[src/rtl/hash_job_arbiter.sv]
`default_nettype none
`timescale 1ns/1ps
// +-----------------------------------------------------------------------+
// | hash_job_arbiter: round-robin share of one hash engine among NUM_REQ  |
// | requesters. Optional abort-on-timeout: define ARB_TIMEOUT_EN.         |
// | Revision: 1.0                                                         |
// +-----------------------------------------------------------------------+
module hash_job_arbiter #(
   parameter int NUM_REQ    = 4,
   parameter int ID_W       = 2,
   parameter int MAX_CYCLES = 65535
) (
   input  logic                  clk,
   input  logic                  reset_L,
   input  logic [NUM_REQ-1:0]    req,
   input  logic [96*NUM_REQ-1:0] payload_in,
   input  logic [8*NUM_REQ-1:0]  target_in,
   output logic [NUM_REQ-1:0]    grant,
   output logic [NUM_REQ-1:0]    done,
   output logic                  err,
   output logic [31:0]           nonce_res,
   output logic [23:0]           hash_res,
   output logic                  busy,
   output logic [95:0]           eng_payload,
   output logic [7:0]            eng_target,
   output logic                  eng_active,
   input  logic                  eng_terminado,
   input  logic [31:0]           eng_nonce,
   input  logic [23:0]           eng_hash
);

   localparam logic [ID_W-1:0] c_last_id = ID_W'(NUM_REQ - 1);

   typedef enum logic [1:0] {
      S_IDLE = 2'd0,
      S_RUN  = 2'd1,
      S_GAP  = 2'd2
   } state_t;

   if (NUM_REQ < 2 || NUM_REQ > 8 || ID_W != $clog2(NUM_REQ) || MAX_CYCLES < 1) begin : g_param_check
      $error("hash_job_arbiter: unsupported parameter set");
   end

   state_t              r_state;
   state_t              w_state_nxt;
   logic [ID_W-1:0]     r_id;
   logic [ID_W-1:0]     w_win;
   logic                w_found;
   logic [95:0]         w_pay;
   logic [7:0]          w_tgt;
   logic                r_first;
   logic                w_accept;
   logic                w_finish;
   logic                w_abort;
   logic                w_timeout;
   logic [NUM_REQ-1:0]  r_grant;
   logic [NUM_REQ-1:0]  r_done;
   logic [31:0]         r_nonce;
   logic [23:0]         r_hash;
   logic [95:0]         r_eng_payload;
   logic [7:0]          r_eng_target;
   logic                r_eng_active;

   function automatic logic [NUM_REQ-1:0] f_onehot(input logic [ID_W-1:0] id);
      logic [NUM_REQ-1:0] v;
      v     = '0;
      v[id] = 1'b1;
      return v;
   endfunction

   // Round-robin search starts just above the last granted index.
   always_comb begin : p_arb
      int idx;
      idx     = 0;
      w_found = 1'b0;
      w_win   = r_id;
      for (int k = 1; k <= NUM_REQ; k++) begin
         idx = (int'(r_id) + k) % NUM_REQ;
         if (!w_found && req[idx[ID_W-1:0]]) begin
            w_found = 1'b1;
            w_win   = idx[ID_W-1:0];
         end
      end
   end

   always_comb begin : p_mux
      w_pay = '0;
      w_tgt = '0;
      for (int i = 0; i < NUM_REQ; i++) begin
         if (w_win == ID_W'(i)) begin
            w_pay = payload_in[96*i +: 96];
            w_tgt = target_in[8*i +: 8];
         end
      end
   end

`ifdef ARB_TIMEOUT_EN
   localparam logic [31:0] c_cnt_last = 32'(MAX_CYCLES - 1);
   logic [31:0] r_cnt;
   logic        r_err;

   always_ff @(posedge clk) begin
      if (!reset_L) begin
         r_cnt <= '0;
      end else if (w_accept) begin
         r_cnt <= '0;
      end else if (r_state == S_RUN) begin
         r_cnt <= r_cnt + 32'd1;
      end
   end

   assign w_timeout = (r_state == S_RUN) && (r_cnt == c_cnt_last);

   always_ff @(posedge clk) begin
      if (!reset_L) begin
         r_err <= 1'b0;
      end else if (w_finish) begin
         r_err <= 1'b0;
      end else if (w_abort) begin
         r_err <= 1'b1;
      end
   end

   assign err = r_err;
`else
   assign w_timeout = 1'b0;
   assign err       = 1'b0;
`endif

   always_ff @(posedge clk) begin
      if (!reset_L) begin
         r_state <= S_IDLE;
      end else begin
         r_state <= w_state_nxt;
      end
   end

   // The engine may still show terminado from the previous job during the
   // first RUN cycle, so completion is only honoured once r_first is clear.
   always_comb begin
      w_state_nxt = r_state;
      w_accept    = 1'b0;
      w_finish    = 1'b0;
      w_abort     = 1'b0;
      case (r_state)
         S_IDLE: begin
            if (w_found) begin
               w_accept    = 1'b1;
               w_state_nxt = S_RUN;
            end
         end
         S_RUN: begin
            if (!r_first && eng_terminado) begin
               w_finish    = 1'b1;
               w_state_nxt = S_GAP;
            end else if (w_timeout) begin
               w_abort     = 1'b1;
               w_state_nxt = S_GAP;
            end
         end
         S_GAP:   w_state_nxt = S_IDLE;
         default: w_state_nxt = S_IDLE;
      endcase
   end

   always_ff @(posedge clk) begin
      if (!reset_L) begin
         r_id          <= c_last_id;
         r_first       <= 1'b0;
         r_grant       <= '0;
         r_done        <= '0;
         r_nonce       <= '0;
         r_hash        <= '0;
         r_eng_payload <= '0;
         r_eng_target  <= '0;
         r_eng_active  <= 1'b0;
      end else begin
         r_grant <= '0;
         r_done  <= '0;
         if (r_state == S_RUN) begin
            r_first <= 1'b0;
         end
         if (w_accept) begin
            r_id          <= w_win;
            r_first       <= 1'b1;
            r_grant       <= f_onehot(w_win);
            r_eng_payload <= w_pay;
            r_eng_target  <= w_tgt;
            r_eng_active  <= 1'b1;
         end
         if (w_finish) begin
            r_nonce      <= eng_nonce;
            r_hash       <= eng_hash;
            r_done       <= f_onehot(r_id);
            r_eng_active <= 1'b0;
         end else if (w_abort) begin
            r_nonce      <= 32'h0;
            r_hash       <= 24'hFFFFFF;
            r_done       <= f_onehot(r_id);
            r_eng_active <= 1'b0;
         end
      end
   end

   assign grant       = r_grant;
   assign done        = r_done;
   assign nonce_res   = r_nonce;
   assign hash_res    = r_hash;
   assign eng_payload = r_eng_payload;
   assign eng_target  = r_eng_target;
   assign eng_active  = r_eng_active;
   assign busy        = (r_state != S_IDLE);

endmodule
`default_nettype wire

[config.mk]
export PLATFORM = sky130hd
export DESIGN_NAME = hash_job_arbiter
export DESIGN_NICKNAME = d
export VERILOG_FILES = /design/src/rtl/hash_job_arbiter.sv
export SDC_FILE = /design/constraint.sdc
export NUM_CORES = 1
export LEC_CHECK = 0
export CORE_AREA = 2 2 254 256
export CTS_CLUSTER_SIZE = 8
export DETAILED_ROUTE_END_ITERATION = 16
export DIE_AREA = 0 0 256 258
export SYNTH_ARGS = -nofsm -noshare
export SYNTH_HDL_FRONTEND = slang
export SYNTH_SLANG_ARGS = --single-unit
[constraint.sdc]
create_clock -name clk -period 4.47 [get_ports clk]
set_clock_uncertainty 0.2 [all_clocks]
set_input_delay 0.447 -clock clk [delete_from_list [all_inputs] [get_ports clk]]
set_output_delay 0.447 -clock clk [all_outputs]
set_load 0.01 [all_outputs]
==> run_results.csv <==
group,metric,value,unit
clock_network,clkSinkCount,174,
sta,hold_viol,0,
final_layout,drive_gt1_frac,0.0353,
sta,tns,0,ns
global_route,grt_pass1_vias,16900,
worst_setup_path,path_class,"reg2reg",
run_status,status,"finished, final reports clean",
clock_network,cts_tree,"done",
final_layout,syn2layout_area_growth,55.8,%
worst_setup_path,crit_chain,"inv_8 -> ha_1 -> mux4_2 -> nor2b_4 -> nor2_4 -> buf_12 -> a311oi_1 -> o221ai_1",
drt,wire_per_inst,20.5,µm
die,initial_core_util,0.216,
final_layout,final_cells,3434,
clock_network,hold_buffers,0,
worst_setup_path,cpPeakStageDelay,0.70,ns
clock_network,cts.path.max_buffers,2,
sta,finalSetupViolCount,0,
die,fp-row-count,93,
place,gp_routability_congestion,0.879,
flow_run,max_cap_violations,0,
clock_network,cts.clk_slew.worst_paths,0.08,ns
die,dieArea,66000,µm²
worst_setup_path,worstPathArrival,4.00,ns
yosys,synthCells,2119,
drt,num_vias,18200,
drt,first_pass_iters,6,
power_and_ir_drop,peakVddDrop,0.000451,V
drt,dr.max_layer_used,"met5",
sta,rsz0062_at_grt,"false",
sta,worst_pin_slew,1.14,ns
place,portBuffers,648,
sta,finalCriticalPeriod,3.79,ns
yosys,ys_ff_latch,174,
yosys,synth_top_area_cell,"dfxtp_1",
global_route,grt-ovfl-total,0,
place,dp_hpwl,46500,µm
yosys,yosys-top-cells-area,"dfxtp_1, nand2_1, a311oi_1",
yosys,synth_sequential_area_ratio,0.253,
worst_setup_path,rr_worst_depth,8,
sta,maxSlewHeadroom,0.238,
clock_network,cts_root_buf,"clkbuf_16",
clock_network,insertion_delay,0.49,ns
final_layout,layout_commonest_cell,"nand2_1",
power_and_ir_drop,power_density,539,nW/µm²
final_layout,design.final.nets,3047,
clock_network,htree_levels,4,
worst_setup_path,cp-end-kind,"flop",
worst_setup_path,path_max_fanout,79,
drt,wl_met2,33900,µm
power_and_ir_drop,p_leak,7.92,nW
sta,clock.fmax,264,MHz
min_path,hp-class,"reg2reg",
die,die_w,256,µm
clock_network,cts_setup_buffers,0,
drt,drc_errors,0,
drt,dr_wl_met3,5000,µm
worst_setup_path,crit_required,4.68,ns
drt,routed_via_density,5.31,
worst_setup_path,start_kind,"flop",
global_route,grt_first_pass_wirelength,106000,µm
sta,slew_violations,0,
drt,wl_met1,29900,µm
sta,fin_ws,0.679,ns
worst_setup_path,cp_top_family,"simple AND/OR/NAND/NOR gates",
yosys,avgSynthCellArea,6.50,µm²
final_layout,final_cell_mix,"nand2_1, clkdlybuf4s50_1, a22oi_1",
sta,finalCritPeriodShare,0.848,
yosys,syn_area,13800,µm²
place,place_ws,0.683,ns
drt,drt-initial-drc-count,1863,
drt,drtAntennaViolNets,0,
worst_setup_path,cpMaxStageDelayCell,"nor2_4",
die,dieHeight,258,µm
die,core,63600,µm²
yosys,synth_nets,2602,
global_route,track_usage,0.203,
die,io_pins,650,
yosys,yosysUniqueCellTypes,31,
drt,routed_wl,70400,µm
global_route,antenna_found_initial,8,
worst_setup_path,cp_num_buf_inv,2,
yosys,synth_top_area_share,0.253,
final_layout,fillers,6792,
global_route,grt_max_degree,221,
min_path,min_path_cells,2,
place,dp_cells,3400,
clock_network,tritoncts.num_buffers,17,
clock_network,cts_resized,0,
yosys,synth_warnings,0,
worst_setup_path,cp.depth,8,
==> report_power, final <==
part           switching, W  internal [W]  total [W]
clock              0.000889      0.000791    0.00168
combinational       0.00447       0.00307    0.00755
sequential         0.000323       0.00203    0.00235
==> worst min-delay path, delay by kind of cell, from the launching register on <==
family,cells,cell delay (ns)
compound gates,1,0.05
flops,1,0.31
simple gates,1,0.05
==> layout make-up <==
cell class | instances | area, µm² | area share
inverter | 5 | 26.3 | 0.00122
tap | 855 | 1070 | 0.0499
sequential | 174 | 3490 | 0.162
multi-input combinational | 1677 | 9250 | 0.431
timing repair buffer | 689 | 7010 | 0.327
clock buffer | 19 | 454 | 0.0212
clock inverter | 13 | 160 | 0.00746
antenna | 2 | 5.00 | 0.000233
==> sequential cells by signal, summed over array words and instances (netlist names) <==
register / count
grant: 4
eng_payload: 96
eng_active: 1
eng_target: 8
r_id: 2
r_first: 1
r_state: 2
done: 4
hash_res: 24
nonce_res: 32
==> synth_stat cells, drive strengths merged <==
master	instances
nand2	846
a22oi	209
a311oi	208
nor3	208
clkbuf	203
dfxtp	174
o221ai	104
buf	60
a21oi	58
nor2	9
inv	5
and3	4
ha	4
mux2	4
nand2b	4
mux2i	3
mux4	3
nor2b	2
o211ai	2
xnor2	2
a211oi	1
a32o	1
and2	1
conb	1
o21ai	1
o41ai	1
or3	1
==> per-layer routing <==
layer | vias to the layer above | global-route usage
met5 | - | 0
met4 | 12 | 0.0608
met3 | 90 | 0.0499
met2 | 731 | 0.336
met1 | 8672 | 0.262
li1 | 8715 | -
==> path summary, 6_finish.rpt <==
kind              slack, ns              end          start
hold / removal         0.25    nonce_res[18]  nonce_res[18]
setup reg to reg       0.68  eng_payload[46]        r_id[0]
hold reg to reg        0.25    nonce_res[18]  nonce_res[18]
setup / recovery       0.68  eng_payload[46]        r_id[0]
==> stage by stage <==
step / hold slack, ns / utilization / power (W) / instance area [µm²]
after global placement: 0.242 / 0.327 / 0.00989 / 20800
final: 0.255 / 0.337 / 0.0116 / 21500
after floorplan: 0.231 / - / 0.00683 / 13800
after global routing: 0.268 / 0.337 / 0.0124 / 21500
after CTS: 0.242 / 0.337 / 0.0116 / 21500
after detailed placement: 0.246 / 0.327 / 0.00990 / 20800
==> kinds of logic (layout without fill, tap and decap cells) <==
| logic type | count (synthesis) | after routing | share of synthesized area |
|---|---|---|---|
| compound gates | 585 | 585 | 0.337 |
| xor+xnor | 2 | 2 | 0.00127 |
| fa+ha+maj | 4 | 4 | 0.00363 |
| buf+inv | 268 | 726 | 0.0805 |
| flops | 174 | 174 | 0.253 |
| mux | 10 | 10 | 0.0104 |
| other cells | 1 | 3 | 0.000272 |
| simple gates | 1075 | 1075 | 0.314 |
No activity file was read; power rests on OpenSTA's default activity.
